**src/rtl/cpu31_pkg.sv**
```systemverilog
// Shared definitions for the 31-instruction CPU: opcode/funct encodings,
// one-hot bit positions used by the decode stage and the controller.
package cpu31_pkg;

    localparam int NUM_INSTR = 31;

    // Primary opcodes, instr[31:26]
    localparam logic [5:0] OP_RTYPE = 6'b000000;
    localparam logic [5:0] OP_ADDI  = 6'b001000;
    localparam logic [5:0] OP_ADDIU = 6'b001001;
    localparam logic [5:0] OP_ANDI  = 6'b001100;
    localparam logic [5:0] OP_ORI   = 6'b001101;
    localparam logic [5:0] OP_XORI  = 6'b001110;
    localparam logic [5:0] OP_LW    = 6'b100011;
    localparam logic [5:0] OP_SW    = 6'b101011;
    localparam logic [5:0] OP_BEQ   = 6'b000100;
    localparam logic [5:0] OP_BNE   = 6'b000101;
    localparam logic [5:0] OP_SLTI  = 6'b001010;
    localparam logic [5:0] OP_SLTIU = 6'b001011;
    localparam logic [5:0] OP_LUI   = 6'b001111;
    localparam logic [5:0] OP_J     = 6'b000010;
    localparam logic [5:0] OP_JAL   = 6'b000011;

    // R-type function codes, instr[5:0]
    localparam logic [5:0] F_ADD  = 6'b100000;
    localparam logic [5:0] F_ADDU = 6'b100001;
    localparam logic [5:0] F_SUB  = 6'b100010;
    localparam logic [5:0] F_SUBU = 6'b100011;
    localparam logic [5:0] F_AND  = 6'b100100;
    localparam logic [5:0] F_OR   = 6'b100101;
    localparam logic [5:0] F_XOR  = 6'b100110;
    localparam logic [5:0] F_NOR  = 6'b100111;
    localparam logic [5:0] F_SLT  = 6'b101010;
    localparam logic [5:0] F_SLTU = 6'b101011;
    localparam logic [5:0] F_SLL  = 6'b000000;
    localparam logic [5:0] F_SRL  = 6'b000010;
    localparam logic [5:0] F_SRA  = 6'b000011;
    localparam logic [5:0] F_SLLV = 6'b000100;
    localparam logic [5:0] F_SRLV = 6'b000110;
    localparam logic [5:0] F_SRAV = 6'b000111;
    localparam logic [5:0] F_JR   = 6'b001000;

    // One-hot bit positions in the decoded instruction vector
    localparam int IDX_ADD   = 0;
    localparam int IDX_ADDU  = 1;
    localparam int IDX_SUB   = 2;
    localparam int IDX_SUBU  = 3;
    localparam int IDX_AND   = 4;
    localparam int IDX_OR    = 5;
    localparam int IDX_XOR   = 6;
    localparam int IDX_NOR   = 7;
    localparam int IDX_SLT   = 8;
    localparam int IDX_SLTU  = 9;
    localparam int IDX_SLL   = 10;
    localparam int IDX_SRL   = 11;
    localparam int IDX_SRA   = 12;
    localparam int IDX_SLLV  = 13;
    localparam int IDX_SRLV  = 14;
    localparam int IDX_SRAV  = 15;
    localparam int IDX_JR    = 16;
    localparam int IDX_ADDI  = 17;
    localparam int IDX_ADDIU = 18;
    localparam int IDX_ANDI  = 19;
    localparam int IDX_ORI   = 20;
    localparam int IDX_XORI  = 21;
    localparam int IDX_LW    = 22;
    localparam int IDX_SW    = 23;
    localparam int IDX_BEQ   = 24;
    localparam int IDX_BNE   = 25;
    localparam int IDX_SLTI  = 26;
    localparam int IDX_SLTIU = 27;
    localparam int IDX_LUI   = 28;
    localparam int IDX_J     = 29;
    localparam int IDX_JAL   = 30;

endpackage

```
**src/rtl/instr_onehot_decode.sv**
```systemverilog
// Combinational instruction decoder: opcode/funct to a one-hot vector.
// An all-zero vector means the encoding is not one of the 31 supported ops.
module instr_onehot_decode
    import cpu31_pkg::*;
(
    input  logic [31:0]           instr,
    output logic [NUM_INSTR-1:0]  onehot,
    output logic                  illegal
);

    logic [5:0] opcode;
    logic [5:0] funct;
    logic       unused_fields;

    assign opcode = instr[31:26];
    assign funct  = instr[5:0];
    // Register and immediate fields play no part in decode.
    assign unused_fields = ^instr[25:6];

    // Map opcode (and funct for R-type) to exactly one set bit, or none.
    always_comb begin
        // NOTE: default assignment first so every path drives onehot; no latch.
        onehot = '0;
        case (opcode)
            OP_RTYPE: begin
                case (funct)
                    F_ADD:   onehot[IDX_ADD]  = 1'b1;
                    F_ADDU:  onehot[IDX_ADDU] = 1'b1;
                    F_SUB:   onehot[IDX_SUB]  = 1'b1;
                    F_SUBU:  onehot[IDX_SUBU] = 1'b1;
                    F_AND:   onehot[IDX_AND]  = 1'b1;
                    F_OR:    onehot[IDX_OR]   = 1'b1;
                    F_XOR:   onehot[IDX_XOR]  = 1'b1;
                    F_NOR:   onehot[IDX_NOR]  = 1'b1;
                    F_SLT:   onehot[IDX_SLT]  = 1'b1;
                    F_SLTU:  onehot[IDX_SLTU] = 1'b1;
                    F_SLL:   onehot[IDX_SLL]  = 1'b1;
                    F_SRL:   onehot[IDX_SRL]  = 1'b1;
                    F_SRA:   onehot[IDX_SRA]  = 1'b1;
                    F_SLLV:  onehot[IDX_SLLV] = 1'b1;
                    F_SRLV:  onehot[IDX_SRLV] = 1'b1;
                    F_SRAV:  onehot[IDX_SRAV] = 1'b1;
                    F_JR:    onehot[IDX_JR]   = 1'b1;
                    default: ;
                endcase
            end
            OP_ADDI:  onehot[IDX_ADDI]  = 1'b1;
            OP_ADDIU: onehot[IDX_ADDIU] = 1'b1;
            OP_ANDI:  onehot[IDX_ANDI]  = 1'b1;
            OP_ORI:   onehot[IDX_ORI]   = 1'b1;
            OP_XORI:  onehot[IDX_XORI]  = 1'b1;
            OP_LW:    onehot[IDX_LW]    = 1'b1;
            OP_SW:    onehot[IDX_SW]    = 1'b1;
            OP_BEQ:   onehot[IDX_BEQ]   = 1'b1;
            OP_BNE:   onehot[IDX_BNE]   = 1'b1;
            OP_SLTI:  onehot[IDX_SLTI]  = 1'b1;
            OP_SLTIU: onehot[IDX_SLTIU] = 1'b1;
            OP_LUI:   onehot[IDX_LUI]   = 1'b1;
            OP_J:     onehot[IDX_J]     = 1'b1;
            OP_JAL:   onehot[IDX_JAL]   = 1'b1;
            default:  ;
        endcase
    end

    assign illegal = (onehot == '0);

endmodule

```
**src/rtl/instr_decode_stage.sv**
```systemverilog
// Registered decode stage feeding the single-cycle controller: decodes the
// fetched word to a one-hot vector and holds it under stall/flush control,
// flagging and counting illegal encodings.
module instr_decode_stage
    import cpu31_pkg::*;
#(
    parameter int CNT_W = 8
) (
    input  logic                  clk,
    input  logic                  rst,
    input  logic [31:0]           instr_in,
    input  logic [31:0]           pc_in,
    input  logic                  in_valid,
    input  logic                  stall,
    input  logic                  flush,
    output logic [NUM_INSTR-1:0]  i_dec,
    output logic [31:0]           instr_out,
    output logic [31:0]           pc_out,
    output logic                  out_valid,
    output logic                  illegal,
    output logic [CNT_W-1:0]      illegal_cnt
);

    localparam logic [CNT_W-1:0] CNT_MAX = {CNT_W{1'b1}};

    logic [NUM_INSTR-1:0] dec_onehot;
    logic                 dec_illegal;

    logic [NUM_INSTR-1:0] i_dec_d,       i_dec_q;
    logic [31:0]          instr_d,       instr_q;
    logic [31:0]          pc_d,          pc_q;
    logic                 valid_d,       valid_q;
    logic                 illegal_d,     illegal_q;
    logic [CNT_W-1:0]     illegal_cnt_d, illegal_cnt_q;

    instr_onehot_decode u_decode (
        .instr   (instr_in),
        .onehot  (dec_onehot),
        .illegal (dec_illegal)
    );

    // Next-state: flush clears, stall holds, otherwise load the new word.
    always_comb begin
        i_dec_d       = i_dec_q;
        instr_d       = instr_q;
        pc_d          = pc_q;
        valid_d       = valid_q;
        illegal_d     = illegal_q;
        illegal_cnt_d = illegal_cnt_q;
        if (flush) begin
            i_dec_d   = '0;
            instr_d   = '0;
            pc_d      = '0;
            valid_d   = 1'b0;
            illegal_d = 1'b0;
        end else if (!stall) begin
            instr_d = instr_in;
            pc_d    = pc_in;
            valid_d = in_valid;
            if (in_valid) begin
                i_dec_d   = dec_onehot;
                illegal_d = dec_illegal;
                // Saturate rather than wrap so a flood of bad words stays visible.
                if (dec_illegal && (illegal_cnt_q != CNT_MAX)) begin
                    illegal_cnt_d = illegal_cnt_q + CNT_W'(1);
                end
            end else begin
                i_dec_d   = '0;
                illegal_d = 1'b0;
            end
        end
    end

    // Output registers with synchronous reset taking priority over all controls.
    always_ff @(posedge clk) begin
        if (rst) begin
            i_dec_q       <= '0;
            instr_q       <= '0;
            pc_q          <= '0;
            valid_q       <= 1'b0;
            illegal_q     <= 1'b0;
            illegal_cnt_q <= '0;
        end else begin
            // NOTE: non-blocking so every register samples the pre-edge values.
            i_dec_q       <= i_dec_d;
            instr_q       <= instr_d;
            pc_q          <= pc_d;
            valid_q       <= valid_d;
            illegal_q     <= illegal_d;
            illegal_cnt_q <= illegal_cnt_d;
        end
    end

    assign i_dec       = i_dec_q;
    assign instr_out   = instr_q;
    assign pc_out      = pc_q;
    assign out_valid   = valid_q;
    assign illegal     = illegal_q;
    assign illegal_cnt = illegal_cnt_q;

endmodule

```
**config.mk**
```make
export PLATFORM = sky130hd
export DESIGN_NAME = instr_decode_stage
export DESIGN_NICKNAME = d
export VERILOG_FILES = /design/src/rtl/cpu31_pkg.sv /design/src/rtl/instr_onehot_decode.sv /design/src/rtl/instr_decode_stage.sv
export SDC_FILE = /design/constraint.sdc
export NUM_CORES = 1
export LEC_CHECK = 0
export CORE_AREA = 10 10 130 102
export CTS_CLUSTER_DIAMETER = 80
export DETAILED_ROUTE_END_ITERATION = 8
export DIE_AREA = 0 0 140 112
export PLACE_DENSITY = 0.72
export SETUP_SLACK_MARGIN = 0.2
export SLEW_MARGIN = 5
export SYNTH_ARGS = -nofsm -noshare
export SYNTH_HDL_FRONTEND = slang
export SYNTH_SLANG_ARGS = --single-unit
```
**constraint.sdc**
```tcl
create_clock -name clk -period 2.4 [get_ports clk]
set_clock_uncertainty 0.1 [all_clocks]
set_input_delay 0.36 -clock clk [delete_from_list [all_inputs] [get_ports clk]]
set_output_delay 0.36 -clock clk [all_outputs]
set_load 0.05 [all_outputs]
```
**After elaboration in Yosys (flattened, before gate mapping)**

Index checks and enable logic that the tools add are counted.

- Flip-flop bits (word level): 105
- Bits in latches: 0
- RAM bits: 0
- Memory bits (read-only): 0
- Bits of input ports: 69
- Logic and storage cells: 80
- Memories kept: 0

- Add/subtract/negate cells: 1
- Multipliers: 0
- Divide/modulo/power cells: 0
- Magnitude comparators: 0
- Equality and inequality tests: 31
- Shifts and indexed selects: 0
- Multiplexer cells: 34
- Bitwise operators: 2
- Reduce and logical (&&, ||, !) cells: 6

Operators with widths:

| kind | number |
|---|---|
| $eq A6 B6 Y1 const B | 12 |
| $eq A6 B4 Y1 const B | 9 |
| $mux W1 | 32 |
| $logic_not A31 Y1 | 1 |
| $mux W31 | 1 |
| $eq A6 B3 Y1 const B | 5 |
| $eq A6 B2 Y1 const B | 4 |
| $mux W17 | 1 |
| $logic_not A6 Y1 | 2 |
| $add A8 B1 Y8 const B | 1 |
| $ne A8 B8 Y1 const B | 1 |
| $reduce_and A4 Y1 | 1 |
| $not A1 Y1 | 2 |
| $reduce_or A2 Y1 | 1 |
| $logic_and A1 B1 Y1 | 1 |

**Logic depth before layout (Yosys ltp)**

Gate-level depths: netlist of the first run.

- Depth after elaboration: 6
- Depth in mapped cells: 8

**Hierarchy**

A second synthesis of the first run with hierarchy kept.

- Cell total of the unflattened synthesis: 429
- Area, all modules: 4130.2 um^2

Modules (own cells, without submodules):

| module | instances | cells each | area an instance (um^2) |
|---|---|---|---|
| instr_decode_stage | 1 | 364 | 3722.3 |
| instr_onehot_decode | 1 | 65 | 407.9 |

**Worst setup path after synthesis of the first run**

Ideal clock, no wire load.

- Kind: input port to flip-flop
- Start point: in instr_in[31]
- End point: reg illegal_cnt_q[0], in the netlist illegal_cnt[0]
- Arrival time: 1.935 ns
- Data required time: 2.179 ns
- Path slack: 0.244 ns
- Cell stages on the path: 8
- Path buffers: 1
- Cell sequence: buf_2 > nor4_4 > nand4b_1 > a21oi_2 > nor4b_4 > and2_1 > o21ai_1 > mux2_2

- Cells in the longest elaborated chain, start to end: 5
- Elaborated cells between the ends (all ways): 33
- Those cells by class: eq/ne: 14; mux: 15; reduce/logical: 4

RTL lines:

| what | line | text |
|---|---|---|
| from (decl) | instr_decode_stage.sv:11 | `input logic [31:0] instr_in,` |
| $eq A6 B4 Y1 (tied with other cells) | instr_onehot_decode.sv:24 | `case (opcode)` |
| $mux W1 / $mux W17 (equally long branches) | instr_onehot_decode.sv:24 |  |
| $logic_not A31 Y1 (*) | instr_onehot_decode.sv:65 | `assign illegal = (onehot == '0);` |
| $logic_and A1 B1 Y1 (*) | instr_decode_stage.sv:64 | `if (dec_illegal && (illegal_cnt_q != CNT_MAX)) begin` |
| $reduce_and A4 Y1 (no source line) (*) | -- |  |
| to (signal assigned) | instr_decode_stage.sv:90 | `illegal_cnt_q <= illegal_cnt_d;` |
| to (decl) | instr_decode_stage.sv:34 | `logic [CNT_W-1:0] illegal_cnt_d, illegal_cnt_q;` |

Mark *: on every way between the ends. The rest lies on a longest branch, timed or not.
A chain may end at the register's enable or synchronous reset.

**Worst setup path after layout of the first run**

- Start point: in instr_in[5]
- End point: reg illegal_cnt_q[6], in the netlist illegal_cnt[6]

- Cells in the longest elaborated chain, start to end: 6
- Elaborated cells between the ends (all ways): 38
- Those cells by class: eq/ne: 16; mux: 18; reduce/logical: 4

RTL lines:

| what | line | text |
|---|---|---|
| $eq A6 B6 Y1 (tied with other cells) | instr_onehot_decode.sv:26 | `case (funct)` |
| $mux W1 | instr_onehot_decode.sv:26 |  |
| $mux W17 (*) | instr_onehot_decode.sv:24 |  |
| $logic_not A31 Y1 (*) | instr_onehot_decode.sv:65 |  |
| $logic_and A1 B1 Y1 (*) | instr_decode_stage.sv:64 |  |
| $reduce_and A4 Y1 (no source line) (*) | -- |  |

Marks and branches as above.

==> results of run 1 <==
worst max-delay path, stage by stage:
cell	delay [ns]
dlygate4sd2_1	0.49
nor4b_2	0.14
nand4_1	0.13
nand3_2	0.11
nor4b_4	0.25
buf_4	0.15
nand2_1	0.06
or4_1	0.50
a21oi_1	0.14
routing by layer:
layer / GRT usage [%] / up-vias / routed length [um]
met4: 3.915 / 0 / 150
met3: 9.597 / 15 / 1672
met2: 26.09 / 152 / 6276
li1: - / 1924 / -
met5: 0 / - / 0
met1: 19.05 / 1908 / 5687
registers in the layout, indices dropped and copies added (netlist names):
signal	flops
i_dec	31
illegal_cnt	8
illegal	1
pc_out	32
out_valid	1
instr_out	32
cell usage after synthesis (all sizes together), types with 2 or more instances:
library cell / number
mux2i: 65
nand2b: 5
o21ai: 4
nor2b: 8
mux2: 2
a22oi: 23
nor2: 110
nand2: 11
clkbuf: 17
and3b: 2
and3: 3
dfxtp: 105
nor3: 2
nor4: 6
a21oi: 10
nand3b: 2
nand3: 6
xor2: 3
inv: 5
buf: 16
a32oi: 7
nand4: 4
nor4b: 5
what timing repair did:
action,in CTS,in global routing
pin swaps,4,2
setup endpoints to repair,13,14
cloned,0,1
gates resized for setup,19,9
buffers inserted,4,0
through the flow:
stage | instance area [sq um] | util, % | worst slack [ns] | std cells | hold slack (ns)
2_1_floorplan | 4183 | - | 0.2444 | 436 | 0.4039
3_3_place_gp | 6372 | 59.36 | -0.2863 | 768 | 0.3559
3_5_place_dp | 6372 | 59.36 | -0.3763 | 768 | 0.3616
4_1_cts | 6743 | 62.81 | 0.1688 | 788 | 0.3776
5_1_grt | 6780 | 63.16 | 0.1208 | 789 | 0.3645
6_report | 6780 | 63.16 | 0.2315 | 789 | 0.3389
cell type report:
type / instances / area, sq um
Fill cell: 887 / 3955
Timing Repair Buffer: 230 / 2183
Sequential cell: 105 / 2102
Multi-Input combinational cell: 293 / 1988
Clock buffer: 11 / 252.7
Tap cell: 140 / 175.2
Clock inverter: 5 / 60.06
Inverter: 5 / 18.77
final timing paths:
path	from	end	slack, ns	cells past startpoint
max reg2reg	illegal_cnt[4]	illegal_cnt[5]	0.64	7
max	instr_in[5]	illegal_cnt[6]	0.23	9
min reg2reg	i_dec[15]	i_dec[15]	0.37	2
min	instr_in[28]	instr_out[28]	0.34	3
cells by family after synthesis:
kind of cell    after synthesis  share of synthesized area, %
xor+xnor                      3                        0.6283
flops                       105                         50.25
mux                          67                         16.09
fa+ha+maj                     1                        0.2991
buf+inv                      38                         3.918
simple gates                171                         19.86
compound gates               51                         8.945
power groups by stage:
stage          logic, uW  registers, uW  clock network, uW
2_1_floorplan        198           1970                  0
3_3_place_gp         604           1840                  0
3_5_place_dp         612           1840                  0
4_1_cts              616           1800               1560
5_1_grt              661           1800               1620
6_report             622           1800               1530
==> impl_metrics.ini, run 1 <==
[run_status]
outcome = complete, no violations

[critical_path]
critPathKind = in -> reg
worstPathRequired_ns = 2.58
startpoint_type = primary input
crit_path_end_kind = register
cp_data_arrival_time_ns = 2.34
cp_max_fo = 10

[cells_and_area]
final_common_cell = clkdlybuf4s50_1
layout_common_cells = 159 x clkdlybuf4s50_1, 109 x nor2_1, 105 x dfxtp_1
antennaDiodeCount = 0
nets = 714
drive_gt1_share_pct = 14.48
area_growth_pct = 62.10

[yosys]
synth.top_cell.area_share_pct = 50.25
synth_largest_area_cell = dfxtp_1
syn_area_sq_um = 4183
synthArstFlopShare_pct = 0
synth_area_per_cell_sq_um = 9.593
synthTopCellsByArea = dfxtp_1 50%, mux2i_1 16%, nor2_1 9.8%, a22oi_1 4.1%, clkbuf_1 1.5%
syn_inst = 436
yosysWarnings = 0
synth_flop_cell = dfxtp_1
postSynthRegisterBits = 105
synth_nets = 506
synth_edf_count = 0
ys_seq_area_share_pct = 50.25
synth_cell_type_count = 49

[detailed_routing]
routed_wl_um = 13790
drc_errors = 0
antenna_left = 0
num_vias = 3999
dr.pass1.iters = 4
drt_first_iter_violations = 302
wl_per_cell_um = 17.47
vias_per_cell = 5.068

[clocking]
clk_pin_slew_worst_paths_ns = 0.07
cts_buffer_depth = 2
clock_sinks = 105
cts-root-buf = clkbuf_16
clk_latency_ns = 0.34
ctsHtreeMaxLevel = 3
cts_tree = done
holdBufCountCts = 0
cts_buffers = 9

[grt]
grt_pass1_vias = 4107
grt_pass1_wl_um = 21510
antenna_found_initial = 0
grt_overflow = 0
grt_max_degree = 98
track_usage_pct = 16.58

[timing]
slew_violations = 0
fmax_mhz = 461.2
rsz0062_at_grt = true
relSlewSlack_pct = 60.81
period_share_pct = 90.35
fin_setup_tns_ns = 0
setup_violations = 0
layout_min_cycle_time_ns = 2.168
hold_viol = 0
tightest_slew_ns = 0.5879

[floorplanning]
start_util_pct = 38.96
die_height_um = 112
rows = 33
fp.dieW_um = 140
die_area_sq_um = 15680
core_sq_um = 10740
ios = 174

[pwr]
power_density_nw_per_um2 = 582.1
p_clk_share_pct = 38.6
p_seq_share_pct = 45.6
internal_power_uw = 2935
p_leak_uw = 0.002726
pwr-share-comb_pct = 15.8
swShare_pct = 25.64
ir_drop_v = 0.0005118
totalPowerFinal_uw = 3947
p_sw_uw = 1012

[placed_design]
routabilityCongestion = 0.8825
port_buffers = 173
dpl.hpwl_um = 10270

[worst_hold_path]
hold_path.class = in -> reg

[job]
drv_cap = 0
Note: power is estimated with default switching activity, not from simulation.
==> run 2: changes to the inputs <==
--- a/config.mk
+++ b/config.mk
@@ -5,11 +5,13 @@
 export SDC_FILE = /design/constraint.sdc
 export NUM_CORES = 1
 export LEC_CHECK = 0
-export CORE_AREA = 10 10 130 102
+export CELL_PAD_IN_SITES_DETAIL_PLACEMENT = 1
+export CELL_PAD_IN_SITES_GLOBAL_PLACEMENT = 2
+export CORE_AREA = 10 10 164 128
 export CTS_CLUSTER_DIAMETER = 80
 export DETAILED_ROUTE_END_ITERATION = 8
-export DIE_AREA = 0 0 140 112
-export PLACE_DENSITY = 0.72
+export DIE_AREA = 0 0 174 138
+export PLACE_DENSITY = 0.75
 export SETUP_SLACK_MARGIN = 0.2
 export SLEW_MARGIN = 5
 export SYNTH_ARGS = -nofsm -noshare
==> constraint.sdc (replaced) <==
create_clock -name clk -period 2.4 [get_ports clk]
set_clock_uncertainty 0.1 [all_clocks]
set_input_delay 0.48 -clock clk [delete_from_list [all_inputs] [get_ports clk]]
set_output_delay 0.48 -clock clk [all_outputs]
set_load 0.05 [all_outputs]
==> impl_metrics.ini, run 2 (synthesis gave the netlist of run 1 again) <==
[run_status]
outcome = complete, no violations

[worst_hold_path]
hold_path.class = reg -> reg
holdPathStages = 2
hp-start = out_valid
min_to = out_valid

[cells_and_area]
antennaDiodeCount = 0
ff_latch_area_sq_um = 2102
fillers = 2053
nets = 715
final_common_cell = clkdlybuf4s50_1
area_growth_pct = 64.85
multiInputGateArea_sq_um = 2007
drive_gt1_share_pct = 16.15
layout_common_cells = 148 x clkdlybuf4s50_1, 108 x nor2_1, 105 x dfxtp_1

[placed_design]
dpl.hpwl_um = 11690
routabilityCongestion = 0.7628
port_buffers = 173

[clocking]
cts_buffer_depth = 2
clk_latency_ns = 0.35
holdBufCountCts = 0
cts_buffers = 9
ctsHtreeMaxLevel = 3
cts_tree = done
clk_pin_slew_worst_paths_ns = 0.07
cts-root-buf = clkbuf_16
clock_sinks = 105

[floorplanning]
start_util_pct = 23.28
rows = 43
die_height_um = 138
fp.dieW_um = 174
die_area_sq_um = 24010
ios = 174
core_sq_um = 17970

[pwr]
p_clk_share_pct = 39.4
p_leak_uw = 0.002846
ir_drop_v = 0.0002845
power_density_nw_per_um2 = 578.0
p_sw_uw = 1074
internal_power_uw = 2912
p_seq_share_pct = 45.1
pwr-share-comb_pct = 15.5
swShare_pct = 26.94

[critical_path]
crit_path_end_kind = register
cp_max_fo = 9
r2r_end = illegal_cnt[5]
reg2reg_depth = 7
worstPathRequired_ns = 2.54
critPathKind = in -> reg
r2r_start = illegal_cnt[3]
cp_data_arrival_time_ns = 2.33
critPathLaunch = instr_in[1]
startpoint_type = primary input
r2r_setup_slack_ns = 0.69

[grt]
grt_pass1_vias = 4276
track_usage_pct = 12.63
grt_overflow = 0
grt_pass1_wl_um = 24440
antenna_found_initial = 2
grt_max_degree = 98

[detailed_routing]
drc_errors = 0
routed_wl_um = 15540
vias_per_cell = 4.410
dr.pass1.iters = 4
drt_first_iter_violations = 92
wl_per_cell_um = 17.32
num_vias = 3956
antenna_left = 0

[timing]
period_share_pct = 91.27
relSlewSlack_pct = 49.98
slew_violations = 0
setup_violations = 0
rsz0062_at_grt = true
fin_setup_tns_ns = 0
layout_min_cycle_time_ns = 2.190
hold_viol = 0
fmax_mhz = 456.5
hold_ws_ns = 0.3743
tightest_slew_ns = 0.7502

[job]
drv_cap = 0
-- run 2: cell types whose count changed in the layout (fill, tap and decap cells not counted), sizes merged --
cell	change
dlymetal6s2s	+5
clkbuf	+7
buf	+1
clkdlybuf4s50	-11
clkinvlp	-1
dlygate4sd2	-2
clkinv	-1
inv	+2
clkdlybuf4s15	+1
-- run 2: worst max-delay path, cell delays in order --
cell and delay (ns):
dlygate4sd2_1 0.28, buf_6 0.17, nor4b_4 0.32, nor4_2 0.09, o32ai_1 0.14, nand3_1 0.19, and2_4 0.21, o21ai_1 0.10
mux2_2 0.35
-- run 2: power groups by stage --
stage / Clock, uW / Sequential, uW / Combinational [uW]
after detailed placement: 0 / 1840 / 617
after global placement: 0 / 1840 / 606
after global routing: 1690 / 1800 / 661
final: 1570 / 1800 / 618
after floorplan: 0 / 1970 / 200
after CTS: 1640 / 1800 / 615
-- run 2: how the worst max path moves through the flow --
stage | to | slack [ns] | cells past startpoint
4_1_cts | illegal_cnt[0] | 0.18 | 9
2_1_floorplan | illegal_cnt[6] | 0.20 | 8
3_3_place_gp | illegal_cnt[0] | -0.38 | 9
3_5_place_dp | illegal_cnt[6] | -0.44 | 8
5_1_grt | illegal_cnt[0] | 0.15 | 9
6_report | illegal_cnt[0] | 0.21 | 9
-- run 2: metrics by stage --
step / worst slack, ns / utilization, % / std cells / instance area (sq um) / total power, uW
floorplan: 0.2035 / - / 436 / 4203 / 2168
CTS: 0.1793 / 37.98 / 894 / 6825 / 4051
detailed placement: -0.4430 / 36.06 / 873 / 6480 / 2457
finish: 0.2096 / 38.37 / 897 / 6895 / 3986
global placement: -0.3850 / 36.06 / 873 / 6480 / 2444
global route: 0.1471 / 38.37 / 897 / 6895 / 4159
-- run 2: metal layers --
layer  track usage [%]  part of all wire, %
met2             19.83                   46
met4             3.278                  1.0
met5                 0                 0.26
met3             7.211                   10
met1             14.47                   43
-- run 2: what timing repair did --
action / 4_1_cts / 5_1_grt
resized for setup: 21 / 33
endpoints found under the setup margin: 23 / 20
pin swaps: 3 / 8
buffers inserted: 5 / 3
-- run 2: final cells by class --
class                           instances  share of cell area [%]
Clock buffer                           11                   3.520
Clock inverter                          5                  0.9799
Inverter                                5                  0.2722
Multi-Input combinational cell        293                   29.11
Sequential cell                       105                   30.48
Tap cell                              247                   4.482
Timing Repair Buffer                  231                   31.16
==> run 3: changes to the inputs <==
--- a/config.mk
+++ b/config.mk
@@ -7,10 +7,10 @@
 export LEC_CHECK = 0
 export CELL_PAD_IN_SITES_DETAIL_PLACEMENT = 1
 export CELL_PAD_IN_SITES_GLOBAL_PLACEMENT = 2
-export CORE_AREA = 10 10 164 128
+export CORE_AREA = 10 10 123 170
 export CTS_CLUSTER_DIAMETER = 80
 export DETAILED_ROUTE_END_ITERATION = 8
-export DIE_AREA = 0 0 174 138
+export DIE_AREA = 0 0 133 180
 export PLACE_DENSITY = 0.75
 export SETUP_SLACK_MARGIN = 0.2
 export SLEW_MARGIN = 5
==> impl_metrics.ini, run 3 (synthesis gave the netlist of run 1 again) <==
[run_status]
outcome = complete, no violations

[detailed_routing]
wl_per_cell_um = 17.46
routed_wl_um = 15420
antenna_left = 0
num_vias = 3949
vias_per_cell = 4.472
drt_first_iter_violations = 117
dr.pass1.iters = 4
drc_errors = 0

[critical_path]
critPathLaunch = illegal_cnt[1]
slowest_stage = clkdlybuf4s50_1
cp-endpoint = illegal_cnt[1]
startpoint_type = register
crit_chain = clkdlybuf4s50_1
reg2reg_depth = 7
r2r_setup_slack_ns = 0.68
path_buf_inv = 1
r2r_start = illegal_cnt[3]
crit_family = buffers and inverters
r2r_end = illegal_cnt[5]
critPathKind = reg -> out
cp_data_arrival_time_ns = 1.56
worstPathRequired_ns = 1.82
crit_path_end_kind = output pin
cp_max_fo = 4
max_stage_delay_ns = 0.83
critical_path_cell_count = 1

[timing]
layout_min_cycle_time_ns = 2.137
tightest_slew_ns = 0.7255
finalWorstSetupSlack_ns = 0.2632
setup_violations = 0
fmax_mhz = 468.0
period_share_pct = 89.03
slew_violations = 0
relSlewSlack_pct = 51.63
hold_viol = 0
fin_setup_tns_ns = 0
rsz0062_at_grt = true

[pwr]
power_density_nw_per_um2 = 563.0
ir_drop_v = 0.0002606
p_leak_uw = 0.002743

[placed_design]
dpl.hpwl_um = 11840
routabilityCongestion = 0.7675
dp_cells = 863
postPlaceCellArea_sq_um = 6449
place_ws_ns = -0.5064
port_buffers = 173

[clocking]
ctsHtreeMaxLevel = 3
clock_sinks = 105
holdBufCountCts = 0
cts_buffers = 9
clk_pin_slew_worst_paths_ns = 0.07
cts_tree = done
clk_latency_ns = 0.35
cts_buffer_depth = 2
cts-root-buf = clkbuf_16

[worst_hold_path]
hold_path.class = reg -> reg
hp-start = out_valid

[grt]
antenna_found_initial = 1
track_usage_pct = 12.89
grt_overflow = 0
grt_pass1_wl_um = 24650
grt_pass1_vias = 4246
grt_max_degree = 98

[floorplanning]
rows = 58
ios = 174
start_util_pct = 23.53
fp.dieW_um = 133
core_sq_um = 17780
die_area_sq_um = 23940
die_height_um = 180

[cells_and_area]
fillers = 2021
area_growth_pct = 63.03
nets = 707
ff_latch_area_sq_um = 2102
layout_common_cells = 152 x clkdlybuf4s50_1, 108 x nor2_1, 105 x dfxtp_1
final_common_cell = clkdlybuf4s50_1
multiInputGateArea_sq_um = 2013
drive_gt1_share_pct = 15.42
final_cell_count_no_fill = 883
design_area_sq_um = 6819

[job]
drv_cap = 0
## run 3: tightest hold or removal path, delay by kind of cell, from the launching register on
kind            cells  cell delay, ns
flops               1            0.31
simple gates        1            0.06
compound gates      1            0.06
## run 3: layout make-up
cell class,instances,area share (%)
well taps,240,4.404
repair buffers,223,30.86
diodes,1,0.03670
multi-input cells,293,29.52
inverters,5,0.2752
clock buffers,9,3.303
clock inverters,7,0.7706
flip-flops and latches,105,30.83
## run 3: what timing repair did
action,CTS,global route
buffers inserted,3,0
endpoints found under the setup margin,22,22
pin swaps,9,7
gates resized for setup,25,28
## run 3: power breakdown
part,internal (uW),total (uW),switching (uW)
combinational,273,616,342
clock,714,1430,711
sequential,1780,1800,19.6
total,2770,3840,1070
## run 3: metal layers
metal  up-vias  track usage [%]  routed length [um]
met4         0            4.766                 305
met2       106            24.17                8497
li1       1910                -                   -
met1      1913            12.43                5614
met3        20            4.715                 999
met5         -                0                   0
## run 3: metrics by stage
stage / hold WS (ns) / power [uW] / utilization [%]
after floorplan: 0.5239 / 2168 / -
after detailed placement: 0.3619 / 2455 / 36.27
after CTS: 0.3701 / 3902 / 38.13
final: 0.3684 / 3839 / 38.35
after global placement: 0.3594 / 2441 / 36.27
after global routing: 0.3976 / 4022 / 38.34
## run 3: how the worst min path moves through the flow
stage          cells after the start       endpoint
2_1_floorplan                      2  instr_out[10]
3_3_place_gp                       2      out_valid
3_5_place_dp                       2      out_valid
4_1_cts                            2      out_valid
5_1_grt                            2      out_valid
6_report                           2      out_valid
